[src/rtl/mdu_if.sv]
// Start/busy/done handshake and HI/LO result bus between the MIPS controller and the MDU.
interface mdu_if;
    logic [31:0] A;
    logic [31:0] B;
    logic [2:0]  mdu_op;
    logic        start;
    logic        busy;
    logic        done;
    logic [31:0] hi;
    logic [31:0] lo;

    modport master (output A, B, mdu_op, start, input busy, done, hi, lo);
    modport slave  (input A, B, mdu_op, start, output busy, done, hi, lo);
endinterface

[src/rtl/mdu.sv]
// Iterative multiply/divide unit holding HI/LO: 32-cycle shift-add multiply, restoring divide.
// Divide datapath is compiled only when MDU_DIV_EN is defined.
module mdu #(
    parameter logic [31:0] HILO_RST = 32'h00000000
) (
    input logic  clk,
    input logic  rst_n,
    mdu_if.slave bus
);
    localparam logic [1:0] S_IDLE = 2'd0;
    localparam logic [1:0] S_CALC = 2'd1;
    localparam logic [1:0] S_FIX  = 2'd2;

    localparam logic [2:0] OP_MULT  = 3'b000;
    localparam logic [2:0] OP_MULTU = 3'b001;
    localparam logic [2:0] OP_MTHI  = 3'b100;
    localparam logic [2:0] OP_MTLO  = 3'b101;

    logic [1:0]  state;
    logic [4:0]  cnt;
    logic        fix_done;
    logic        busy_r;
    logic        done_r;
    logic [31:0] hi_r;
    logic [31:0] lo_r;

    logic [63:0] acc;
    logic [31:0] opb;
    logic        neg_q;

    logic               op_mul;
    logic               op_div;
    logic               op_signed;
    logic               accept;
    logic signed [31:0] a_s;
    logic signed [31:0] b_s;
    logic               a_neg;
    logic               b_neg;
    logic [31:0]        a_mag;
    logic [31:0]        b_mag;
    logic [32:0]        mul_sum;
    logic [63:0]        mul_next;
    logic [63:0]        mul_fix;
    logic [63:0]        calc_next;
    logic [63:0]        fix_val;

`ifdef MDU_DIV_EN
    localparam logic [2:0] OP_DIV  = 3'b010;
    localparam logic [2:0] OP_DIVU = 3'b011;

    logic        is_div;
    logic        neg_r;
    logic        div_zero;
    logic [31:0] opa;
    logic [32:0] div_diff;
    logic [63:0] div_next;
    logic [63:0] div_fix;

    // acc holds {remainder, dividend/quotient}; a borrow out of the trial subtract restores.
    always_comb begin
        div_diff         = acc[63:31] - {1'b0, opb};
        div_next         = div_diff[32] ? {acc[62:0], 1'b0} : {div_diff[31:0], acc[30:0], 1'b1};
        div_fix[63:32]   = neg_r ? (~acc[63:32] + 32'd1) : acc[63:32];
        div_fix[31:0]    = neg_q ? (~acc[31:0] + 32'd1) : acc[31:0];
        if (div_zero) begin
            div_fix = {opa, 32'hFFFFFFFF};
        end
    end
`endif

    always_comb begin
        a_s    = bus.A;
        b_s    = bus.B;
        op_mul = (bus.mdu_op == OP_MULT) || (bus.mdu_op == OP_MULTU);
`ifdef MDU_DIV_EN
        op_div    = (bus.mdu_op == OP_DIV) || (bus.mdu_op == OP_DIVU);
        op_signed = (bus.mdu_op == OP_MULT) || (bus.mdu_op == OP_DIV);
`else
        op_div    = 1'b0;
        op_signed = (bus.mdu_op == OP_MULT);
`endif
        a_neg  = op_signed && (a_s < 0);
        b_neg  = op_signed && (b_s < 0);
        a_mag  = a_neg ? 32'(-a_s) : bus.A;
        b_mag  = b_neg ? 32'(-b_s) : bus.B;
        accept = (state == S_IDLE) && bus.start && (op_mul || op_div);
    end

    // Multiplier sits in acc[31:0] and shifts out as the product shifts in from the top.
    always_comb begin
        mul_sum  = {1'b0, acc[63:32]} + (acc[0] ? {1'b0, opb} : 33'd0);
        mul_next = {mul_sum, acc[31:1]};
        mul_fix  = neg_q ? (~acc + 64'd1) : acc;
`ifdef MDU_DIV_EN
        calc_next = is_div ? div_next : mul_next;
        fix_val   = is_div ? div_fix : mul_fix;
`else
        calc_next = mul_next;
        fix_val   = mul_fix;
`endif
    end

    always_ff @(posedge clk) begin
        if (accept) begin
            acc   <= {32'd0, a_mag};
            opb   <= b_mag;
            neg_q <= a_neg ^ b_neg;
`ifdef MDU_DIV_EN
            is_div   <= op_div;
            neg_r    <= a_neg;
            div_zero <= (bus.B == 32'd0);
            opa      <= bus.A;
`endif
        end else if (state == S_CALC) begin
            acc <= calc_next;
        end else if ((state == S_FIX) && !fix_done) begin
            acc <= fix_val;
        end
    end

    // FIX spends one cycle on sign correction and a second committing HI/LO.
    always_ff @(posedge clk or negedge rst_n) begin
        if (!rst_n) begin
            state    <= S_IDLE;
            cnt      <= 5'd0;
            fix_done <= 1'b0;
            busy_r   <= 1'b0;
            done_r   <= 1'b0;
            hi_r     <= HILO_RST;
            lo_r     <= HILO_RST;
        end else begin
            done_r <= 1'b0;
            case (state)
                S_IDLE: begin
                    if (bus.start) begin
                        if (op_mul || op_div) begin
                            state  <= S_CALC;
                            cnt    <= 5'd0;
                            busy_r <= 1'b1;
                        end else if (bus.mdu_op == OP_MTHI) begin
                            hi_r   <= bus.A;
                            done_r <= 1'b1;
                        end else if (bus.mdu_op == OP_MTLO) begin
                            lo_r   <= bus.A;
                            done_r <= 1'b1;
                        end
                    end
                end
                S_CALC: begin
                    cnt <= cnt + 5'd1;
                    if (cnt == 5'd31) begin
                        state    <= S_FIX;
                        fix_done <= 1'b0;
                    end
                end
                S_FIX: begin
                    if (!fix_done) begin
                        fix_done <= 1'b1;
                    end else begin
                        hi_r     <= acc[63:32];
                        lo_r     <= acc[31:0];
                        done_r   <= 1'b1;
                        busy_r   <= 1'b0;
                        fix_done <= 1'b0;
                        state    <= S_IDLE;
                    end
                end
                default: state <= S_IDLE;
            endcase
        end
    end

    assign bus.busy = busy_r;
    assign bus.done = done_r;
    assign bus.hi   = hi_r;
    assign bus.lo   = lo_r;
endmodule

[src/flat_wrapper.sv]
// flat-port wrapper written by rule: the top's interface ports become plain ports
module mdu_flat 
#(
    parameter logic [31:0] HILO_RST = 32'h00000000
)
  (clk, rst_n, bus_A, bus_B, bus_mdu_op, bus_start, bus_busy, bus_done, bus_hi, bus_lo);
  mdu_if bus_i ();
  input logic clk;
  input logic rst_n;
  input wire logic [$bits(bus_i.A)-1:0] bus_A;
  input wire logic [$bits(bus_i.B)-1:0] bus_B;
  input wire logic [$bits(bus_i.mdu_op)-1:0] bus_mdu_op;
  input wire logic [$bits(bus_i.start)-1:0] bus_start;
  output wire logic [$bits(bus_i.busy)-1:0] bus_busy;
  output wire logic [$bits(bus_i.done)-1:0] bus_done;
  output wire logic [$bits(bus_i.hi)-1:0] bus_hi;
  output wire logic [$bits(bus_i.lo)-1:0] bus_lo;
  assign bus_i.A = bus_A;
  assign bus_i.B = bus_B;
  assign bus_i.mdu_op = bus_mdu_op;
  assign bus_i.start = bus_start;
  assign bus_busy = bus_i.busy;
  assign bus_done = bus_i.done;
  assign bus_hi = bus_i.hi;
  assign bus_lo = bus_i.lo;
  mdu #(.HILO_RST(HILO_RST)) u_core (.clk(clk), .rst_n(rst_n), .bus(bus_i));
endmodule
[config.mk]
export PLATFORM = sky130hd
export DESIGN_NAME = mdu_flat
export DESIGN_NICKNAME = d
export VERILOG_FILES = /design/src/rtl/mdu_if.sv /design/src/rtl/mdu.sv /design/src/flat_wrapper.sv
export SDC_FILE = /design/constraint.sdc
export NUM_CORES = 1
export LEC_CHECK = 0
export ABC_AREA = 1
export CAP_MARGIN = 20
export CORE_MARGIN = 5
export CORE_UTILIZATION = 55
export DETAILED_ROUTE_END_ITERATION = 8
export PLACE_DENSITY = 0.78
export SYNTH_ARGS = -nofsm -noshare
export SYNTH_HDL_FRONTEND = slang
export SYNTH_SLANG_ARGS = --single-unit
export TNS_END_PERCENT = 100
[constraint.sdc]
create_clock -name clk -period 3.4 [get_ports clk]
set_clock_uncertainty 0.1 [all_clocks]
set_input_delay 0.68 -clock clk [delete_from_list [all_inputs] [get_ports clk]]
set_output_delay 0.68 -clock clk [all_outputs]
set_load 0.05 [all_outputs]
==> impl_metrics.toml, run 1 <==
[clock_network]
postCtsHoldBufs = 0
cts_resized = 0
clk_pin_slew_ps = 70
htree_levels = 4
cts.sinks = 171
cts_tree = "built"
root_buffer = "clkbuf_16"
numCtsBuffers = 17
clk_latency_ps = 440
post_cts_buffers = 0
cts_max_path_buffers = 2

[route]
drc = 0
drtPass1Iterations = 6
antenna_left = 0
drtIter0Drc = 1344
totalWireLength_um = 42700
vias = 13800
wire_per_inst_um = 17.9
viasPerCell = 5.78

[setup_path]
critPathKind = "reg -> reg"
r2r_slack_ps = 620
crit_path_start_kind = "register"
reg2regPathDepth = 16
worst_ep_required_time_ps = 3630
worstPathArrival_ps = 3010
r2r_end = "u_core.acc[59]"
cp_max_fo = 6
timing.rr.start = "u_core.acc[0]"
cp-end-kind = "register"

[global_route]
grt-ovfl-total = 0
globalRouteMet1Util_pct = 39.1
first_global_vias = 13100
met2_usage_pct = 54.4
grt_use_total_pct = 31.4
busiest_layer = "met2"
use_met3_pct = 5.12
grt_pass1_wl_um = 67100
grt_antenna_before_repair = 1
grt_max_degree = 75

[synthesis]
synth_nets = 2047
synth_flop_cell = "dfrtp_1"
yosysTopAreaCell = "edfxtp_1"
ys_warn_count = 0
synthArstFlopShare_pct = 43.3
synth-seq-cells = 171
yosysUniqueCellTypes = 49
syn_area_um2 = 13200
yosysTopAreaCellShare_pct = 14.8
yosysMostFrequentCell = "nand2_1"
seq_area_frac_synth_pct = 33.7
synth_edf_count = 65
synthTopCellsByCount = "nand2_1, nor2_1, inv_1"
synth_area_per_cell_um2 = 6.80
synth.area.top_cells = "edfxtp_1, dfrtp_1, nand2_1"
synthCells = 1939

[cells_and_area]
nFillCells = 2239
fin_area_um2 = 15400
nets = 2164
drive_above_1_share_pct = 7.64
num_antenna_cells = 0
area_growth_pct = 17.0

[timing]
fin_tns_setup_ps = 0
max_slew_margin_pct = 36.2
finalHoldViolations = 0
worst_pin_slew_ps = 958
fin_crit_sh_pct = 81.7
setup_viol = 0
fmax_mhz = 360
drv_slew = 0
rsz0062_at_grt = "false"
layout_min_cycle_time_ps = 2780

[power_and_ir_drop]
power.leakage_nw = 6.75
p_per_area_nw_per_um2 = 933
power.total_mw = 14.4
ir_drop_uv = 427

[floorplanning]
initial_core_util_pct = 56.0
num_rows = 56
die_x_um = 165
die_y_um = 165
core_area_um2 = 23500
dieArea_um2 = 27200
design.portCount = 136

[placed_design]
dpl.hpwl_um = 33500
globalplace.congestion = 1.01
port_buffers = 135
place_area_um2 = 14900

[hold_path]
hold_path.class = "in -> async"

[job]
cap_viol_max_count = 0

[run_status]
run_status = "finished, final reports clean"
-- per-layer routing --
metal / vias to the layer above / wire length (um)
met3: 102 / 3710
li1: 6708 / -
met1: 6307 / 16800
met4: 2 / 1640
met5: - / 13
met2: 678 / 20600
-- sequential cells by signal, summed over array words and instances (netlist names) --
signal,count
u_core.acc,64
u_core.bus.busy,1
u_core.bus.done,1
u_core.bus.hi,32
u_core.bus.lo,32
u_core.cnt,5
u_core.fix_done,1
u_core.neg_q,1
u_core.opb,32
u_core.state,2
-- critical path, stage by stage (launching register included) --
cell      delay [ps]
edfxtp_1         480
nand2_1          110
inv_1             70
ha_1             270
fa_1             440
nand3_1          100
nand2_1          130
nand2_1          100
nand3_1          180
nand2_1          110
nand2_1          100
nand2_1          160
nand2_1           70
nand2_1           60
nand3_1           60
nand2_1           80
nor2_1            40
-- cell families (layout without fill, tap and decap cells) --
| kind of cell | count (synthesis) | after routing | synth area share [%] |
|---|---|---|---|
| flops | 171 | 171 | 33.7 |
| buf+inv | 301 | 431 | 8.86 |
| fa+ha+maj | 38 | 38 | 3.66 |
| compound gates | 372 | 372 | 15.0 |
| simple gates | 970 | 970 | 32.4 |
| mux | 32 | 32 | 2.73 |
| xor+xnor | 55 | 55 | 3.65 |
-- worst max path at each step --
stage                     cells after the start           from             end
final                                        16  u_core.acc[0]  u_core.acc[59]
after global routing                         14  u_core.acc[0]  u_core.acc[58]
after CTS                                    16  u_core.acc[0]  u_core.acc[59]
after detailed placement                     12       bus_A[0]  u_core.acc[18]
after global placement                       12       bus_A[0]  u_core.acc[18]
after floorplan                               6      bus_start  u_core.acc[12]
-- cells in the final DEF (no fill, tap or decap), types with 39 or more instances in the layout --
| cell | count |
|---|---|
| a21oi_1 | 103 |
| a31oi_1 | 39 |
| clkdlybuf4s50_1 | 134 |
| dfrtp_1 | 74 |
| edfxtp_1 | 65 |
| inv_1 | 220 |
| nand2_1 | 403 |
| nand3_1 | 174 |
| nor2_1 | 254 |
| nor3_1 | 41 |
| o21ai_0 | 177 |
| xor2_1 | 44 |
-- report_power, final --
| group | internal [mW] | switching [mW] | total, mW |
|---|---|---|---|
| Sequential | 3.19 | 0.943 | 4.13 |
| Combinational | 2.77 | 5.64 | 8.42 |
| Clock | 0.955 | 0.898 | 1.85 |
-- per-stage QoR --
| step | utilization [%] | hold WS, ps | worst slack (ps) | instances |
|---|---|---|---|---|
| 2_1_floorplan | - | 284 | 681 | 1939 |
| 3_3_place_gp | 63.2 | 367 | 467 | 2356 |
| 3_5_place_dp | 63.2 | 370 | 422 | 2356 |
| 4_1_cts | 65.5 | 329 | 667 | 2388 |
| 5_1_grt | 65.5 | 387 | 433 | 2388 |
| 6_report | 65.5 | 290 | 623 | 2388 |
-- area by class of cell --
cell class	count	area (um2)	share of cell area (%)
Tap cell	319	399	2.59
Clock inverter	13	113	0.730
Sequential cell	171	4440	28.8
Clock buffer	19	433	2.81
Inverter	241	905	5.86
Timing Repair Buffer	158	1550	10.0
Multi-Input combinational cell	1467	7590	49.2
(Power assumes the default switching activity.)
==> run 2, diff against run 1 <==
clock period = 2.75 ns   (was 3.4 ns; I/O delays follow)
==> impl_metrics.toml, run 2 (synthesized netlist as in run 1, its figures left out) <==
[setup_path]
cp-end-kind = "register"
cp_slowest_cell = "edfxtp_1"
worst_ep_required_time_ps = 2970
cp_cell_sequence = "buf_12 -> nand2_1 -> inv_1 -> ha_1 -> fa_1 -> nand3_1 -> nand2_1 -> nand3_1 -> nand2_1 -> nand2_1 -> nand2_1 -> xnor2_1 -> nand2_1 -> nand3_1 -> o21ai_1"
cpMostUsedCell = "nand2_1"
critPathKind = "reg -> reg"
crit_path_start_kind = "register"
cpPeakStageDelay_ps = 440
worstPathArrival_ps = 2860
cp_max_fo = 26

[route]
vias = 14000
totalWireLength_um = 44100
viasPerCell = 5.78
wire_per_inst_um = 18.2
antenna_left = 0
drc = 0
drtIter0Drc = 1310
drtPass1Iterations = 5

[run_status]
run_status = "finished, final reports clean"

[global_route]
grt_use_total_pct = 32.4
grt_max_degree = 75
grt_pass1_wl_um = 69000
first_global_vias = 13300
grt_antenna_before_repair = 0
grt-ovfl-total = 0

[timing]
fin_crit_sh_pct = 96.0
max_slew_margin_pct = 56.5
setup_viol = 0
worst_pin_slew_ps = 652
drv_slew = 0
fmax_mhz = 379
timing.hold.ws_ps = 15.1
layout_min_cycle_time_ps = 2640
finalHoldViolations = 0

[clock_network]
cts_max_path_buffers = 2
clk_pin_slew_ps = 80
clk_latency_ps = 440
htree_levels = 4
postCtsHoldBufs = 0
root_buffer = "clkbuf_16"
cts.sinks = 171
numCtsBuffers = 17
cts_tree = "built"

[power_and_ir_drop]
power.leakage_nw = 6.97
p_per_area_nw_per_um2 = 1170
ir_drop_uv = 558

[placed_design]
globalplace.congestion = 1.01
port_buffers = 135
dpl.hpwl_um = 34600

[cells_and_area]
area_growth_pct = 20.6
final_common_cell = "nand2_1"
layout_common_cells = "nand2_1, nor2_1, inv_1"
largest_reg_flops = 64
regMostFlops = "u_core.acc"
utilization_pct = 67.5
nets = 2196
drive_above_1_share_pct = 10.1
num_antenna_cells = 0

[floorplanning]
core_area_um2 = 23500
num_rows = 56
die_y_um = 165
design.portCount = 136
dieArea_um2 = 27200
initial_core_util_pct = 56.0
die_x_um = 165

[hold_path]
hold_path.class = "in -> async"

[job]
cap_viol_max_count = 0
run 2: changes by cell type in the layout (fill, tap and decap cells not counted), moves of 5 or more:
cell,delta
buf_12,+6
nor2_1,-5
ha_1,-6
buf_4,+26
nand2_2,+5
o21ai_0,-5
nand2_1,-5
o21ai_1,+5
run 2: worst paths after layout:
check | from | to | slack (ps) | cells past startpoint
setup / recovery | u_core.acc[0] | u_core.acc[45] | 110 | 15
hold / removal | rst_n | u_core.bus.lo[6] | 20 | 2
setup reg to reg | u_core.acc[0] | u_core.acc[45] | 110 | 15
hold reg to reg | u_core.bus.busy | u_core.bus.busy | 390 | 2
max in group asynchronous | rst_n | u_core.bus.hi[30] | 2200 | 2
min in group clk | u_core.bus.busy | u_core.bus.busy | 390 | 2
run 2: routing by layer:
layer  share of wire, %  global-route usage, %  vias up
met1                 41                   41.4     6436
met3                7.8                   4.32      126
met2                 47                   55.0      658
met4                4.2                   13.8        0
li1                   -                      -     6760
met5                  0                      0        -
run 2: area by class of cell:
cell class,instances,area [um2]
well taps,319,399
multi-input cells,1467,7680
clock buffers,19,433
fillers,2132,7640
repair buffers,190,1860
flip-flops and latches,171,4440
clock inverters,13,179
inverters,241,905
run 2: power by group:
group	total [mW]	internal (mW)	switching [mW]
sequential	5.05	3.94	1.12
clock	2.58	1.46	1.13
combinational	11.0	3.74	7.27
total	18.6	9.13	9.52
run 2: critical path: cells and delay by family (launching register included):
kind                     cells  cell delay [ps]
AND/OR/NAND/NOR              9              870
flip-flops                   1              440
XOR/XNOR                     1              200
AO/OA/AOI/OAI                1               60
buffers and inverters        2              250
adder cells (fa/ha/maj)      2              590
run 2: through the flow:
stage | TNS [ps] | worst slack (ps) | instances | cell area [um2] | power (mW)
after floorplan | 0 | 51.0 | 1939 | 13200 | 12.0
after global placement | 0 | 5.26 | 2386 | 15200 | 15.5
after detailed placement | -165 | -48.1 | 2386 | 15200 | 15.7
after CTS | 0 | 10.1 | 2418 | 15800 | 18.3
after global routing | -1.69 | -1.69 | 2420 | 15900 | 19.9
final | 0 | 110 | 2420 | 15900 | 18.6
run 2: repair_timing:
item,4_1_cts,5_1_grt
setup buffers,0,2
hold endpoints to repair,0,0
setup endpoints to repair,0,13
gates resized for setup,0,29
